==> src/rtl/module_id_ex_pkg.sv <==
// Shared constants for the ID/EX pipeline register: bus widths, control bit map,
// zero-register index and the RUN/STALL view of the stage.
package module_id_ex_pkg;

  localparam int unsigned INST_ADDR_BUS = 64;
  localparam int unsigned REG_BUS       = 64;
  localparam int unsigned CTRL_WIDTH    = 8;

  localparam int unsigned CTRL_REG_WRITE  = 0;
  localparam int unsigned CTRL_MEM_READ   = 1;
  localparam int unsigned CTRL_MEM_WRITE  = 2;
  localparam int unsigned CTRL_MEM_TO_REG = 3;
  localparam int unsigned CTRL_ALU_SRC    = 4;
  localparam int unsigned CTRL_BRANCH     = 5;
  localparam int unsigned CTRL_ALU_OP     = 6;

  localparam logic [4:0] REG_ZR = 5'd31;

  typedef enum logic {
    ST_RUN,
    ST_STALL
  } id_ex_state_t;

endpackage

==> src/rtl/module_id_ex_if.sv <==
// ID-to-EX bundle: decoded ID fields in, latched EX fields, stall and stall count out.
interface module_id_ex_if #(
  parameter int unsigned ADDR_W = 64,
  parameter int unsigned DATA_W = 64,
  parameter int unsigned CTRL_W = 8
);
  logic              id_valid_i;
  logic [ADDR_W-1:0] id_pc_i;
  logic [4:0]        id_rn_i;
  logic [4:0]        id_rm_i;
  logic [4:0]        id_rd_i;
  logic              id_rn_used_i;
  logic              id_rm_used_i;
  logic [DATA_W-1:0] id_rn_data_i;
  logic [DATA_W-1:0] id_rm_data_i;
  logic [DATA_W-1:0] id_imm_i;
  logic [CTRL_W-1:0] id_ctrl_i;
  logic              ex_flush_i;
  logic              stall_o;
  logic              ex_valid_o;
  logic [ADDR_W-1:0] ex_pc_o;
  logic [4:0]        ex_rn_o;
  logic [4:0]        ex_rm_o;
  logic [4:0]        ex_rd_o;
  logic [DATA_W-1:0] ex_rn_data_o;
  logic [DATA_W-1:0] ex_rm_data_o;
  logic [DATA_W-1:0] ex_imm_o;
  logic [CTRL_W-1:0] ex_ctrl_o;
  logic [31:0]       stall_cnt_o;

  modport master (
    output id_valid_i, id_pc_i, id_rn_i, id_rm_i, id_rd_i, id_rn_used_i, id_rm_used_i,
           id_rn_data_i, id_rm_data_i, id_imm_i, id_ctrl_i, ex_flush_i,
    input  stall_o, ex_valid_o, ex_pc_o, ex_rn_o, ex_rm_o, ex_rd_o,
           ex_rn_data_o, ex_rm_data_o, ex_imm_o, ex_ctrl_o, stall_cnt_o
  );

  modport slave (
    input  id_valid_i, id_pc_i, id_rn_i, id_rm_i, id_rd_i, id_rn_used_i, id_rm_used_i,
           id_rn_data_i, id_rm_data_i, id_imm_i, id_ctrl_i, ex_flush_i,
    output stall_o, ex_valid_o, ex_pc_o, ex_rn_o, ex_rm_o, ex_rd_o,
           ex_rn_data_o, ex_rm_data_o, ex_imm_o, ex_ctrl_o, stall_cnt_o
  );
endinterface

==> src/rtl/module_id_ex_hazard_detect.sv <==
// Load-use hazard check: a valid load in EX whose destination is read by the ID instruction.
module module_id_ex_hazard_detect
  import module_id_ex_pkg::*;
(
  input  logic       ex_valid,
  input  logic       ex_mem_read,
  input  logic [4:0] ex_rd,
  input  logic       id_valid,
  input  logic [4:0] id_rn,
  input  logic       id_rn_used,
  input  logic [4:0] id_rm,
  input  logic       id_rm_used,
  output logic       hz
);
  logic rn_hit;
  logic rm_hit;

  always_comb begin
    rn_hit = id_rn_used && (id_rn == ex_rd);
    rm_hit = id_rm_used && (id_rm == ex_rd);
    // XZR reads as zero, so a load targeting it can never feed a consumer
    hz = ex_valid && ex_mem_read && id_valid && (ex_rd != REG_ZR) && (rn_hit || rm_hit);
  end
endmodule

==> src/rtl/module_id_ex.sv <==
// ID/EX pipeline register with load-use bubble insertion, flush and saturating stall counter.
module module_id_ex
  import module_id_ex_pkg::*;
#(
  parameter int unsigned ADDR_W = INST_ADDR_BUS,
  parameter int unsigned DATA_W = REG_BUS,
  parameter int unsigned CTRL_W = CTRL_WIDTH
) (
  input logic            clock,
  input logic            reset,
  module_id_ex_if.slave  bus
);
  logic              valid_q;
  logic [ADDR_W-1:0] pc_q;
  logic [4:0]        rn_q;
  logic [4:0]        rm_q;
  logic [4:0]        rd_q;
  logic [DATA_W-1:0] rn_data_q;
  logic [DATA_W-1:0] rm_data_q;
  logic [DATA_W-1:0] imm_q;
  logic [CTRL_W-1:0] ctrl_q;
  logic [31:0]       stall_cnt_q;
  logic              hz;
  logic              stall;
  id_ex_state_t      state_q;
  id_ex_state_t      state_d;

  module_id_ex_hazard_detect u_hazard_detect (
    .ex_valid    (valid_q),
    .ex_mem_read (ctrl_q[CTRL_MEM_READ]),
    .ex_rd       (rd_q),
    .id_valid    (bus.id_valid_i),
    .id_rn       (bus.id_rn_i),
    .id_rn_used  (bus.id_rn_used_i),
    .id_rm       (bus.id_rm_i),
    .id_rm_used  (bus.id_rm_used_i),
    .hz          (hz)
  );

  assign stall = hz && !bus.ex_flush_i;

  // After a stall EX holds a bubble, so the hazard cannot persist past one cycle
  always_comb begin
    state_d = state_q;
    case (state_q)
      ST_RUN:   if (stall) state_d = ST_STALL;
      ST_STALL: state_d = ST_RUN;
      default:  state_d = ST_RUN;
    endcase
  end

  always_ff @(posedge clock or negedge reset) begin
    if (!reset) state_q <= ST_RUN;
    else        state_q <= state_d;
  end

  always_ff @(posedge clock or negedge reset) begin
    if (!reset) begin
      valid_q   <= 1'b0;
      pc_q      <= '0;
      rn_q      <= '0;
      rm_q      <= '0;
      rd_q      <= '0;
      rn_data_q <= '0;
      rm_data_q <= '0;
      imm_q     <= '0;
      ctrl_q    <= '0;
    end else if (bus.ex_flush_i || hz) begin
      valid_q   <= 1'b0;
      pc_q      <= '0;
      rn_q      <= '0;
      rm_q      <= '0;
      rd_q      <= '0;
      rn_data_q <= '0;
      rm_data_q <= '0;
      imm_q     <= '0;
      ctrl_q    <= '0;
    end else begin
      valid_q   <= bus.id_valid_i;
      pc_q      <= bus.id_pc_i;
      rn_q      <= bus.id_rn_i;
      rm_q      <= bus.id_rm_i;
      rd_q      <= bus.id_rd_i;
      rn_data_q <= bus.id_rn_data_i;
      rm_data_q <= bus.id_rm_data_i;
      imm_q     <= bus.id_imm_i;
      ctrl_q    <= bus.id_valid_i ? bus.id_ctrl_i : '0;
    end
  end

  always_ff @(posedge clock or negedge reset) begin
    if (!reset)                          stall_cnt_q <= '0;
    else if (stall && stall_cnt_q != '1) stall_cnt_q <= stall_cnt_q + 32'd1;
  end

  assign bus.stall_o      = stall;
  assign bus.ex_valid_o   = valid_q;
  assign bus.ex_pc_o      = pc_q;
  assign bus.ex_rn_o      = rn_q;
  assign bus.ex_rm_o      = rm_q;
  assign bus.ex_rd_o      = rd_q;
  assign bus.ex_rn_data_o = rn_data_q;
  assign bus.ex_rm_data_o = rm_data_q;
  assign bus.ex_imm_o     = imm_q;
  assign bus.ex_ctrl_o    = ctrl_q;
  assign bus.stall_cnt_o  = stall_cnt_q;
endmodule

==> src/flat_wrapper.sv <==
// flat-port wrapper written by rule: the top's interface ports become plain ports
module module_id_ex_flat import module_id_ex_pkg::*;
#(
  parameter int unsigned ADDR_W = INST_ADDR_BUS,
  parameter int unsigned DATA_W = REG_BUS,
  parameter int unsigned CTRL_W = CTRL_WIDTH
)
  (clock, reset, bus_id_valid_i, bus_id_pc_i, bus_id_rn_i, bus_id_rm_i, bus_id_rd_i, bus_id_rn_used_i, bus_id_rm_used_i, bus_id_rn_data_i, bus_id_rm_data_i, bus_id_imm_i, bus_id_ctrl_i, bus_ex_flush_i, bus_stall_o, bus_ex_valid_o, bus_ex_pc_o, bus_ex_rn_o, bus_ex_rm_o, bus_ex_rd_o, bus_ex_rn_data_o, bus_ex_rm_data_o, bus_ex_imm_o, bus_ex_ctrl_o, bus_stall_cnt_o);
  module_id_ex_if #(.ADDR_W(ADDR_W), .DATA_W(DATA_W), .CTRL_W(CTRL_W)) bus_i ();
  input logic clock;
  input logic reset;
  input wire logic [$bits(bus_i.id_valid_i)-1:0] bus_id_valid_i;
  input wire logic [$bits(bus_i.id_pc_i)-1:0] bus_id_pc_i;
  input wire logic [$bits(bus_i.id_rn_i)-1:0] bus_id_rn_i;
  input wire logic [$bits(bus_i.id_rm_i)-1:0] bus_id_rm_i;
  input wire logic [$bits(bus_i.id_rd_i)-1:0] bus_id_rd_i;
  input wire logic [$bits(bus_i.id_rn_used_i)-1:0] bus_id_rn_used_i;
  input wire logic [$bits(bus_i.id_rm_used_i)-1:0] bus_id_rm_used_i;
  input wire logic [$bits(bus_i.id_rn_data_i)-1:0] bus_id_rn_data_i;
  input wire logic [$bits(bus_i.id_rm_data_i)-1:0] bus_id_rm_data_i;
  input wire logic [$bits(bus_i.id_imm_i)-1:0] bus_id_imm_i;
  input wire logic [$bits(bus_i.id_ctrl_i)-1:0] bus_id_ctrl_i;
  input wire logic [$bits(bus_i.ex_flush_i)-1:0] bus_ex_flush_i;
  output wire logic [$bits(bus_i.stall_o)-1:0] bus_stall_o;
  output wire logic [$bits(bus_i.ex_valid_o)-1:0] bus_ex_valid_o;
  output wire logic [$bits(bus_i.ex_pc_o)-1:0] bus_ex_pc_o;
  output wire logic [$bits(bus_i.ex_rn_o)-1:0] bus_ex_rn_o;
  output wire logic [$bits(bus_i.ex_rm_o)-1:0] bus_ex_rm_o;
  output wire logic [$bits(bus_i.ex_rd_o)-1:0] bus_ex_rd_o;
  output wire logic [$bits(bus_i.ex_rn_data_o)-1:0] bus_ex_rn_data_o;
  output wire logic [$bits(bus_i.ex_rm_data_o)-1:0] bus_ex_rm_data_o;
  output wire logic [$bits(bus_i.ex_imm_o)-1:0] bus_ex_imm_o;
  output wire logic [$bits(bus_i.ex_ctrl_o)-1:0] bus_ex_ctrl_o;
  output wire logic [$bits(bus_i.stall_cnt_o)-1:0] bus_stall_cnt_o;
  assign bus_i.id_valid_i = bus_id_valid_i;
  assign bus_i.id_pc_i = bus_id_pc_i;
  assign bus_i.id_rn_i = bus_id_rn_i;
  assign bus_i.id_rm_i = bus_id_rm_i;
  assign bus_i.id_rd_i = bus_id_rd_i;
  assign bus_i.id_rn_used_i = bus_id_rn_used_i;
  assign bus_i.id_rm_used_i = bus_id_rm_used_i;
  assign bus_i.id_rn_data_i = bus_id_rn_data_i;
  assign bus_i.id_rm_data_i = bus_id_rm_data_i;
  assign bus_i.id_imm_i = bus_id_imm_i;
  assign bus_i.id_ctrl_i = bus_id_ctrl_i;
  assign bus_i.ex_flush_i = bus_ex_flush_i;
  assign bus_stall_o = bus_i.stall_o;
  assign bus_ex_valid_o = bus_i.ex_valid_o;
  assign bus_ex_pc_o = bus_i.ex_pc_o;
  assign bus_ex_rn_o = bus_i.ex_rn_o;
  assign bus_ex_rm_o = bus_i.ex_rm_o;
  assign bus_ex_rd_o = bus_i.ex_rd_o;
  assign bus_ex_rn_data_o = bus_i.ex_rn_data_o;
  assign bus_ex_rm_data_o = bus_i.ex_rm_data_o;
  assign bus_ex_imm_o = bus_i.ex_imm_o;
  assign bus_ex_ctrl_o = bus_i.ex_ctrl_o;
  assign bus_stall_cnt_o = bus_i.stall_cnt_o;
  module_id_ex #(.ADDR_W(ADDR_W), .DATA_W(DATA_W), .CTRL_W(CTRL_W)) u_core (.clock(clock), .reset(reset), .bus(bus_i));
endmodule
==> config.mk <==
export PLATFORM = sky130hd
export DESIGN_NAME = module_id_ex_flat
export DESIGN_NICKNAME = d
export VERILOG_FILES = /design/src/rtl/module_id_ex_pkg.sv /design/src/rtl/module_id_ex_if.sv /design/src/rtl/module_id_ex_hazard_detect.sv /design/src/rtl/module_id_ex.sv /design/src/flat_wrapper.sv
export SDC_FILE = /design/constraint.sdc
export NUM_CORES = 1
export LEC_CHECK = 0
export CORE_AREA = 2 2 234 236
export DETAILED_ROUTE_END_ITERATION = 10
export DIE_AREA = 0 0 236 238
export GPL_ROUTABILITY_DRIVEN = 0
export PLACE_DENSITY_LB_ADDON = 0.2
export SLEW_MARGIN = 10
export SYNTH_ARGS = -nofsm -noshare
export SYNTH_HDL_FRONTEND = slang
export SYNTH_SLANG_ARGS = --single-unit
==> constraint.sdc <==
create_clock -name clock -period 2.2 [get_ports clock]
set_input_delay 0.66 -clock clock [delete_from_list [all_inputs] [get_ports clock]]
set_output_delay 0.66 -clock clock [all_outputs]
set_load 0.02 [all_outputs]
==> key figures <==
Die
  • Die X: 236 microns
  • Die area: 0.0562 sq mm
  • Io pins: 598
  • Core Region: 0.0535 sq mm
  • Row count: 85
  • Chip height: 238 microns
  • Initial core utilization: 0.198

Timing
  • Clock skew: 17.3 ps
  • Max-slew headroom: 0.678
  • Post-route setup slack: -553 ps
  • Hold Vio Cnt, Final: 0
  • Crit path time final: 2750 ps
  • Fmax achieved: 363 MHz
  • Unrepaired setup endpoints after global routing: true
  • TNS Setup: -20010 ps
  • Final cycle utilization of the critical path: 1.25
  • Final setup viols: 298
  • Hold slack: 34.3 ps
  • Pins Over Slew Limit: 0
  • Slew @ Worst Pin: 481 ps

Worst setup path
  • Worst setup EP type: output port
  • Reg2Reg Depth: 12
  • R2R Path End: u_core.bus.stall_cnt_o[21]$_DFFE_PN0P_
  • Critical Path Start Type: flip-flop
  • Critical Path AT: 2090 ps
  • Critical Path Fanout Max: 4
  • Crit path required time: 1540 ps
  • R2R setup slack: -190 ps
  • CP max stage delay: 460 ps
  • Crit-path cells: xnor2_2 -> nand4_1 -> o22ai_1 -> buf_4 -> nor2b_4 -> buf_6
  • Critical-path top delay cell: dfrtp_2
  • Critical path class: flip-flop to output port
  • Reg2reg start: u_core.bus.ex_rd_o[4]$_DFF_PN0_
  • Delay-heaviest family, CP: flip-flops
  • CP Buf/Inv Count: 2

Route
  • Top Metal Used: met5
  • WL met1: 17400 microns
  • DR WL/cell: 20.6 microns
  • DRT antenna net count: 0
  • Drt pass-1 iters: 4
  • Drt initial violations: 243
  • Final WL: 45300 microns
  • Routed via count: 8321
  • Met3 wire len: 3760 microns
  • Wire length on met2: 22900 microns
  • DRC Markers: 0
  • Via/cell ratio: 3.79

Synth
  • Area contributors post-synth: dfrtp_1, and2_1, xor2_1
  • Most frequent cell after synthesis: dfrtp_1
  • Post-Syn Nets: 1039
  • Mapped Avg Cell Area: 14.0 sq um
  • Post-synth top cells: dfrtp_1, and2_1, clkbuf_1
  • FF+latch count, synth: 312
  • Post-synthesis sequential area ratio: 0.739
  • Yosys cell types: 31
  • Yosys Warn Count: 0
  • Post-synth EDFFs: 0
  • Top_reg_cell synth: dfrtp_1
  • Post-synth top area cell: dfrtp_1
  • Post-synth top area share: 0.739
  • Ys async rst share: 1.00
  • Synthesized instance count: 753
  • Cell area after synthesis: 0.0106 sq mm

Finish
  • Non-Filler Instances: 2197
  • Net count reported at finish: 1758
  • # fillers: 5192
  • Syn-to-layout area delta: 96.4%
  • Final Util: 0.388
  • Layout cells sized above 1: 0.230
  • Post-route cell area: 0.0208 sq mm

Power and ir drop
  • Leakage: 9.87 nW
  • PwrDens: 691 mW/mm^2
  • Final Power: 14.3 mW
  • Max IR drop VDD: 0.616 mV

Global routing
  • Antenna violations before repair: 6
  • First-pass GRT wire length: 65000 microns
  • Largest net degree at the start of global routing: 44
  • Total track usage: 0.159
  • Vias in the first global route: 9107
  • GRT overflow: 0

Placement
  • Area post-placement: 0.0178 sq mm
  • Setup WS pre-CTS: -1480 ps
  • Placed insts: 2073
  • IO Port Bufs: 597
  • HPWL after DPL: 30500 microns

Clock tree
  • CTS tree: built
  • # hold bufs at CTS: 0
  • Reg clk slew, reported paths: 60 ps
  • Clk root buf: clkbuf_16
  • Clk_lat worst skew: 530 ps
  • Clk buf depth: 3
  • Clock Sinks: 312
  • Total CTS buffers: 38
  • Htree depth: 2

Worst hold path
  • Min-delay worst type: primary input to async pin

Job
  • Max Cap Viol: 0

Outcome
  • Failing checks: setup timing
  • Outcome: finished, violations left
[sequential cells by signal, indices dropped and copies added (netlist names)]
signal	cells
u_core.bus.ex_ctrl_o	8
u_core.bus.ex_imm_o	64
u_core.bus.ex_pc_o	64
u_core.bus.ex_rd_o	5
u_core.bus.ex_rm_data_o	64
u_core.bus.ex_rm_o	5
u_core.bus.ex_rn_data_o	64
u_core.bus.ex_rn_o	5
u_core.bus.ex_valid_o	1
u_core.bus.stall_cnt_o	32
[layout by cell type (no fill, tap or decap), types with 12 or more instances in the layout]
cell type	n
clkdlybuf4s50_1	474
dfrtp_1	309
and2_1	155
dlygate4sd2_1	119
and2_4	117
buf_4	49
clkbuf_16	40
xor2_1	27
buf_12	25
buf_16	23
nand2_1	14
buf_6	13
nor2_4	12
[how the worst max path moves through the flow]
stage	start	to	slack, ps	depth (start not counted)
final	u_core.bus.ex_rd_o[4]$_DFF_PN0_	bus_stall_o	-550	6
after detailed placement	bus_id_rm_i[4]	bus_stall_o	-1480	9
after floorplan	u_core.bus.stall_cnt_o[0]$_DFFE_PN0P_	u_core.bus.stall_cnt_o[1]$_DFFE_PN0P_	30	7
after CTS	u_core.bus.ex_rd_o[4]$_DFF_PN0_	bus_stall_o	-680	6
after global placement	bus_id_rm_i[4]	bus_stall_o	-1510	9
after global routing	u_core.bus.ex_rd_o[4]$_DFF_PN0_	bus_stall_o	-690	6
[what timing repair did]
action / CTS / global route
endpoints found under the hold margin: 0 / 0
pin swaps: 34 / 46
resized for setup: 250 / 141
buffers inserted: 22 / 15
setup endpoints to repair: 426 / 328
cloned: 30 / 1
[final cells by class]
cell class	count	area (sq um)	area share
multi-input cells	404	3270	0.157
flip-flops and latches	312	7810	0.376
well taps	696	871	0.0420
diodes	2	5.00	0.000241
clock inverters	8	43.8	0.00211
inverters	3	11.3	0.000542
repair buffers	713	7590	0.365
clock buffers	59	1160	0.0559
[power by group]
part           total (mW)  internal, mW  switching, mW
logic                2.22          1.27          0.951
registers            6.08          6.00         0.0796
clock network        6.05          3.62           2.43
total                14.3          10.9           3.46
[cells by family (layout without fill, tap and decap cells)]
kind of cell               count (synthesis)  count (layout)  synth area share
AOI/OAI and AO/OA                          3               3           0.00201
xor gates and xnor gates                  41              41            0.0340
adders and majority gates                  1               1           0.00118
buffers and inverters                     37             783            0.0155
DFF                                      312             312             0.739
muxes                                      1               1           0.00107
other                                      0               2                 0
and+or+nand+nor                          358             358             0.208
[layer usage]
metal,up-vias,GRT usage
met1,4088,0.183
met4,6,0.0486
met2,335,0.277
met3,71,0.0559
li1,3821,-
met5,-,0
No activity file was read; power rests on OpenSTA's default activity.
